## config.mk

```make
export PLATFORM = sky130hd
export DESIGN_NAME = fsm_pattern_sequencer
export DESIGN_NICKNAME = d
export VERILOG_FILES = /design/src/rtl/fsm_pattern_sequencer.sv
export SDC_FILE = /design/constraint.sdc
export NUM_CORES = 1
export LEC_CHECK = 0
export BUFFER_PORTS_ARGS = -buffer_cell sky130_fd_sc_hd__buf_2
export CORE_UTILIZATION = 40
export CTS_CLUSTER_DIAMETER = 40
export DETAILED_ROUTE_END_ITERATION = 16
export SYNTH_ARGS = -nofsm -noshare
export SYNTH_HDL_FRONTEND = slang
export SYNTH_SLANG_ARGS = --single-unit
export TNS_END_PERCENT = 50
```

## constraint.sdc

```tcl
create_clock -name clock -period 3 [get_ports clock]
set_input_delay 0.6 -clock clock [delete_from_list [all_inputs] [get_ports clock]]
set_output_delay 0.6 -clock clock [all_outputs]
set_load 0.02 [all_outputs]
```

## src/rtl/fsm_pattern_sequencer.sv

```systemverilog
// Capture/replay sequencer for the Moore/Mealy pattern-detector exercise.
// Captures CAPTURE_LEN button samples on a slow strobe, replays them into two detectors and counts hits.
module fsm_pattern_sequencer #(
    parameter int DIVIDER_WIDTH = 24,
    parameter int CAPTURE_LEN   = 10,
    parameter int COUNT_WIDTH   = 4
) (
    input  logic                   clock,
    input  logic                   reset,
    input  logic                   start,
    input  logic                   button,
    input  logic                   moore_hit,
    input  logic                   mealy_hit,
    output logic                   strobe,
    output logic                   pattern_bit,
    output logic                   det_reset_n,
    output logic [CAPTURE_LEN-1:0] capture_data,
    output logic                   busy,
    output logic                   done,
    output logic [COUNT_WIDTH-1:0] moore_count,
    output logic [COUNT_WIDTH-1:0] mealy_count
);

    localparam int BW = $clog2(CAPTURE_LEN + 1);
    localparam logic [BW-1:0] LAST_BIT = BW'(CAPTURE_LEN - 1);
    localparam logic [BW-1:0] ALL_BITS = BW'(CAPTURE_LEN);

    typedef enum logic [1:0] {
        S_IDLE,
        S_CAPTURE,
        S_REPLAY,
        S_DONE
    } state_e;

    state_e                   state_q, state_d;
    logic [DIVIDER_WIDTH-1:0] div_q, div_d;
    logic [BW-1:0]            bit_cnt_q, bit_cnt_d;
    logic [CAPTURE_LEN-1:0]   cap_q, cap_d;
    logic [CAPTURE_LEN-1:0]   rep_q, rep_d;
    logic [COUNT_WIDTH-1:0]   moore_cnt_q, moore_cnt_d;
    logic [COUNT_WIDTH-1:0]   mealy_cnt_q, mealy_cnt_d;
    logic                     post_strobe_q, post_strobe_d;
    logic                     det_rst_n_q, det_rst_n_d;
    logic                     busy_q, busy_d;
    logic                     done_q, done_d;
    logic                     tick;

    assign tick   = &div_q;
    assign strobe = (state_q == S_REPLAY) && tick;

    always_comb begin
        // NOTE: every next-state signal gets a default first so no latch is inferred.
        state_d       = state_q;
        div_d         = div_q + 1'b1;
        bit_cnt_d     = bit_cnt_q;
        cap_d         = cap_q;
        rep_d         = rep_q;
        moore_cnt_d   = moore_cnt_q;
        mealy_cnt_d   = mealy_cnt_q;
        post_strobe_d = strobe;

        case (state_q)
            S_IDLE: begin
                div_d = '0;
                if (start) begin
                    moore_cnt_d = '0;
                    mealy_cnt_d = '0;
                    cap_d       = '0;
                    bit_cnt_d   = '0;
                    state_d     = S_CAPTURE;
                end
            end
            S_CAPTURE: begin
                if (tick) begin
                    cap_d = {button, cap_q[CAPTURE_LEN-1:1]};
                    if (bit_cnt_q == LAST_BIT) begin
                        rep_d     = {button, cap_q[CAPTURE_LEN-1:1]};
                        bit_cnt_d = '0;
                        div_d     = '0;
                        state_d   = S_REPLAY;
                    end else begin
                        bit_cnt_d = bit_cnt_q + 1'b1;
                    end
                end
            end
            S_REPLAY: begin
                if (strobe) begin
                    rep_d     = rep_q >> 1;
                    bit_cnt_d = bit_cnt_q + 1'b1;
                    if (mealy_hit && !(&mealy_cnt_q)) mealy_cnt_d = mealy_cnt_q + 1'b1;
                end
                // Moore output reflects the bit shifted in on the previous strobe.
                if (post_strobe_q && moore_hit && !(&moore_cnt_q)) moore_cnt_d = moore_cnt_q + 1'b1;
                if (bit_cnt_q == ALL_BITS) state_d = S_DONE;
            end
            S_DONE: begin
                div_d     = '0;
                bit_cnt_d = '0;
                state_d   = S_IDLE;
            end
            default: state_d = S_IDLE;
        endcase
    end

    // Status outputs are registered from the upcoming state so they line up with it.
    always_comb begin
        busy_d      = (state_d == S_CAPTURE) || (state_d == S_REPLAY);
        done_d      = (state_d == S_DONE);
        det_rst_n_d = (state_d == S_REPLAY);
    end

    // NOTE: sequential state uses non-blocking assignments only.
    always_ff @(posedge clock or posedge reset) begin
        if (reset) begin
            state_q       <= S_IDLE;
            div_q         <= '0;
            bit_cnt_q     <= '0;
            cap_q         <= '0;
            rep_q         <= '0;
            moore_cnt_q   <= '0;
            mealy_cnt_q   <= '0;
            post_strobe_q <= 1'b0;
            det_rst_n_q   <= 1'b0;
            busy_q        <= 1'b0;
            done_q        <= 1'b0;
        end else begin
            state_q       <= state_d;
            div_q         <= div_d;
            bit_cnt_q     <= bit_cnt_d;
            cap_q         <= cap_d;
            rep_q         <= rep_d;
            moore_cnt_q   <= moore_cnt_d;
            mealy_cnt_q   <= mealy_cnt_d;
            post_strobe_q <= post_strobe_d;
            det_rst_n_q   <= det_rst_n_d;
            busy_q        <= busy_d;
            done_q        <= done_d;
        end
    end

    assign pattern_bit  = rep_q[0];
    assign det_reset_n  = det_rst_n_q;
    assign capture_data = cap_q;
    assign busy         = busy_q;
    assign done         = done_q;
    assign moore_count  = moore_cnt_q;
    assign mealy_count  = mealy_cnt_q;

endmodule

```

==> impl_metrics.csv <==
group,metric,value,unit
yosys,synth.cells.most_frequent,"sky130_fd_sc_hd__dfrtp_1, sky130_fd_sc_hd__nand2_1, sky130_fd_sc_hd__nor2_1",
sta,worstMarginPinSlew,0.781,ns
floorplan,floorplan.die_area,0.00823,mm2
yosys,synth_nets,345,
yosys,synth_enable_flop_cells,0,
global_route,grt_pass1_vias,2340,
sta,timing.final.setup_violations,0,
power_and_ir_drop,leakage,1.64,nW
yosys,synth_seq_area_share,49.3,%
clock_network,cts_inserted_buffers,9,
sta,rsz0062_at_grt,"no",
yosys,cell_type_with_the_highest_aggregate_area_in_the_netlist,"sky130_fd_sc_hd__dfrtp_1",
clock_network,cts_root_buf,"sky130_fd_sc_hd__clkbuf_8",
global_route,antenna_found_initial,0,
final_layout,design.final.nets,377,
final_layout,syn_to_final_growth,13.5,%
sta,slew_viol_final,0,
place,post_detail_place_hpwl,4.43,mm
critical_path,required_time_at_the_endpoint_of_the_critical_path,2.40,ns
critical_path,reg2reg_path_depth,8,
critical_path,rr_startpoint,"state_q[0]",
yosys,yosys.cell_count.top_type,"sky130_fd_sc_hd__dfrtp_1",
global_route,grt_remaining_overflow,0,
clock_network,tritoncts,"yes",
yosys,asr_flop_ratio_synth,100,%
power_and_ir_drop,cellPowerDensity,664,mW/mm2
clock_network,cts_hold_buffers,0,
yosys,synthesis.yosys.warnings,0,
critical_path,worst-r2r-setup-slack,0.63,ns
final_layout,num_antenna_cells,0,
critical_path,worstSetupPathType,"flip-flop to primary output",
place,post_dp_cell_area,0.00342,mm2
sta,hold_slack,0.254,ns
floorplan,placement_rows,31,
place,post-place-ws,0.658,ns
power_and_ir_drop,ir_drop,0.000377,V
final_layout,final_non_filler_cell_area,0.00358,mm2
critical_path,worstSetupEndpointType,"primary output",
route,vias,2410,
clock_network,clkSlewWorstSetupHoldPaths,0.07,ns
yosys,synth_seq_cells,62,
yosys,synthCells,328,
sta,achievable-frequency,378,MHz
power_and_ir_drop,power.total,2.37,mW
clock_network,cts.repair.resized,0,
global_route,first_pass_grt_wire_length,11.5,mm
yosys,ys_top_cells_by_area,"sky130_fd_sc_hd__dfrtp_1, sky130_fd_sc_hd__nand2_1, sky130_fd_sc_hd__xor2_1, sky130_fd_sc_hd__ha_1, sky130_fd_sc_hd__nand3_1",
place,finalWeightedCongestion,0.727,
floorplan,fp.coreArea,0.00745,mm2
critical_path,crit_path_cell_trace,"nand4_1 > nor4_4 > nand3_1 > nor2_1 > buf_2",
yosys,yosysTopAreaCellShare,49.3,%
critical_path,cpMaxStageDelayCell,"sky130_fd_sc_hd__nor4_4",
outcome,outcome,"completed",
sta,final.min_clock_period,2.64,ns
final_layout,postLayoutCoreUtil,48.0,%
place,placement.io_buffers,28,
critical_path,startpoint_type,"flip-flop",
clock_network,cts_max_level,3,
critical_path,kind_of_cell_adding_the_most_delay_to_the_critical_path,"simple AND/OR/NAND/NOR gates",
clock_network,cts_setup_buffers,0,
floorplan,io_pins,29,
yosys,most_used_dff_post_synth,"sky130_fd_sc_hd__dfrtp_1",
sta,timing_hold_violations_final,0,
route,drc_violations_left,0,
sta,setup_slack,0.357,ns
final_layout,final_cells,462,
job,max-cap-violations,0,
yosys,syn_area_per_cell,9.60,um2
worst_hold_path,worstHoldPathType,"primary input to asynchronous set/reset pin",
critical_path,crit_arrival,2.04,ns
sta,total_neg_setup_slack,0,ns
sta,slew_headroom,47.6,%
clock_network,cts_sinks,62,
route,first_pass_iters,4,
global_route,grt_start_max_net_pins,28,
sta,layout_worst_path_cycle_share,88.1,%
final_layout,drive_gt1_share,14.3,%
critical_path,max_stage_delay,0.57,ns
route,finalWirelength,6.50,mm
floorplan,die_width,90.7,um
global_route,grtUsageTotal,17.4,%
route,via_per_inst,5.22,
route,first_iter_violations,145,
critical_path,worst-path-buf-inv,1,
floorplan,vertical_die_dimension,90.7,um
yosys,mappedNetlistArea,0.00315,mm2
place,numPlacedInstances,448,
floorplan,initial_utilization,42.3,%
route,drt.antenna.violating_nets,0,
critical_path,cp_max_fo,9,
critical_path,reg_to_reg_endpoint,"moore_count[3]",
sta,skew,0.00758,ns
route,routed_wire_length_per_instance,14.1,um
yosys,synth.distinct_cells,42,
clock_network,clk_path_buf_depth,2,
clock_network,clkLatencyLatePin,0.34,ns
==> worst register-to-register path, stage by stage, from the launching register on <==
cell                       delay (ns)
sky130_fd_sc_hd__dfrtp_1         0.41
sky130_fd_sc_hd__inv_1           0.11
sky130_fd_sc_hd__ha_1            0.18
sky130_fd_sc_hd__buf_4           0.20
sky130_fd_sc_hd__mux2i_1         0.22
sky130_fd_sc_hd__a311oi_1        0.73
sky130_fd_sc_hd__nand4_1         0.20
sky130_fd_sc_hd__xor2_1          0.17
sky130_fd_sc_hd__nor2_1          0.10
==> worst max path at each step <==
stage	start	end	slack (ns)	depth (start not counted)
6_report	div_q[12]	strobe	0.36	5
5_1_grt	div_q[8]	strobe	0.13	5
4_1_cts	div_q[12]	strobe	0.32	5
3_5_place_dp	state_q[0]	moore_count[3]	0.66	8
3_3_place_gp	state_q[0]	moore_count[2]	0.55	8
2_1_floorplan	div_q[0]	strobe	0.49	7
==> layout by cell type, fill, tap and decap left out, types with 3 or more instances in the layout <==
cell	count
sky130_fd_sc_hd__nand4b_1	3
sky130_fd_sc_hd__dfrtp_1	62
sky130_fd_sc_hd__a21o_1	3
sky130_fd_sc_hd__nor2_1	33
sky130_fd_sc_hd__a21oi_1	3
sky130_fd_sc_hd__xnor2_1	5
sky130_fd_sc_hd__xor2_1	18
sky130_fd_sc_hd__buf_4	9
sky130_fd_sc_hd__ha_1	11
sky130_fd_sc_hd__and3_1	5
sky130_fd_sc_hd__buf_2	28
sky130_fd_sc_hd__nand3b_1	4
sky130_fd_sc_hd__clkbuf_8	10
sky130_fd_sc_hd__inv_1	7
sky130_fd_sc_hd__nor3_1	3
sky130_fd_sc_hd__nand3_1	27
sky130_fd_sc_hd__o21ai_0	20
sky130_fd_sc_hd__nand2_1	47
sky130_fd_sc_hd__nand4_1	9
sky130_fd_sc_hd__o211ai_1	12
sky130_fd_sc_hd__mux2i_1	12
==> cell families after synthesis <==
kind of cell / count (synthesis) / share of synthesized area, %
xor gates and xnor gates: 23 / 6.40
and+or+nand+nor: 145 / 22.6
adders and majority gates: 11 / 4.37
muxes: 12 / 3.81
AOI/OAI and AO/OA: 51 / 10.7
DFF: 62 / 49.3
buffers and inverters: 24 / 2.86
==> area by class of cell <==
cell class	instances	area (um2)
inverters	8	30.0
clock buffers	12	145
fillers	739	3870
well taps	99	124
multi-input cells	242	1510
flip-flops and latches	62	1550
repair buffers	37	208
clock inverters	2	10.0
==> registers in the layout, indices dropped and copies added, names as in the netlist <==
name	flops
div_q	24
capture_data	10
rep_q	10
bit_cnt_q	4
mealy_count	4
moore_count	4
state_q	2
busy	1
det_reset_n	1
done	1
post_strobe_q	1
==> layer usage <==
metal / up-vias / track usage, % / routed length (um)
met5: - / 0 / 0
met4: 0 / 6.59 / 65
met3: 8 / 5.13 / 224
met2: 41 / 24.7 / 2800
met1: 1151 / 24.8 / 3400
li1: 1210 / - / -
==> report_power, final <==
part,internal [mW],switching (mW)
Combinational,0.248,0.452
Sequential,0.939,0.122
Clock,0.311,0.302
Note: power is estimated with default switching activity, not from simulation.
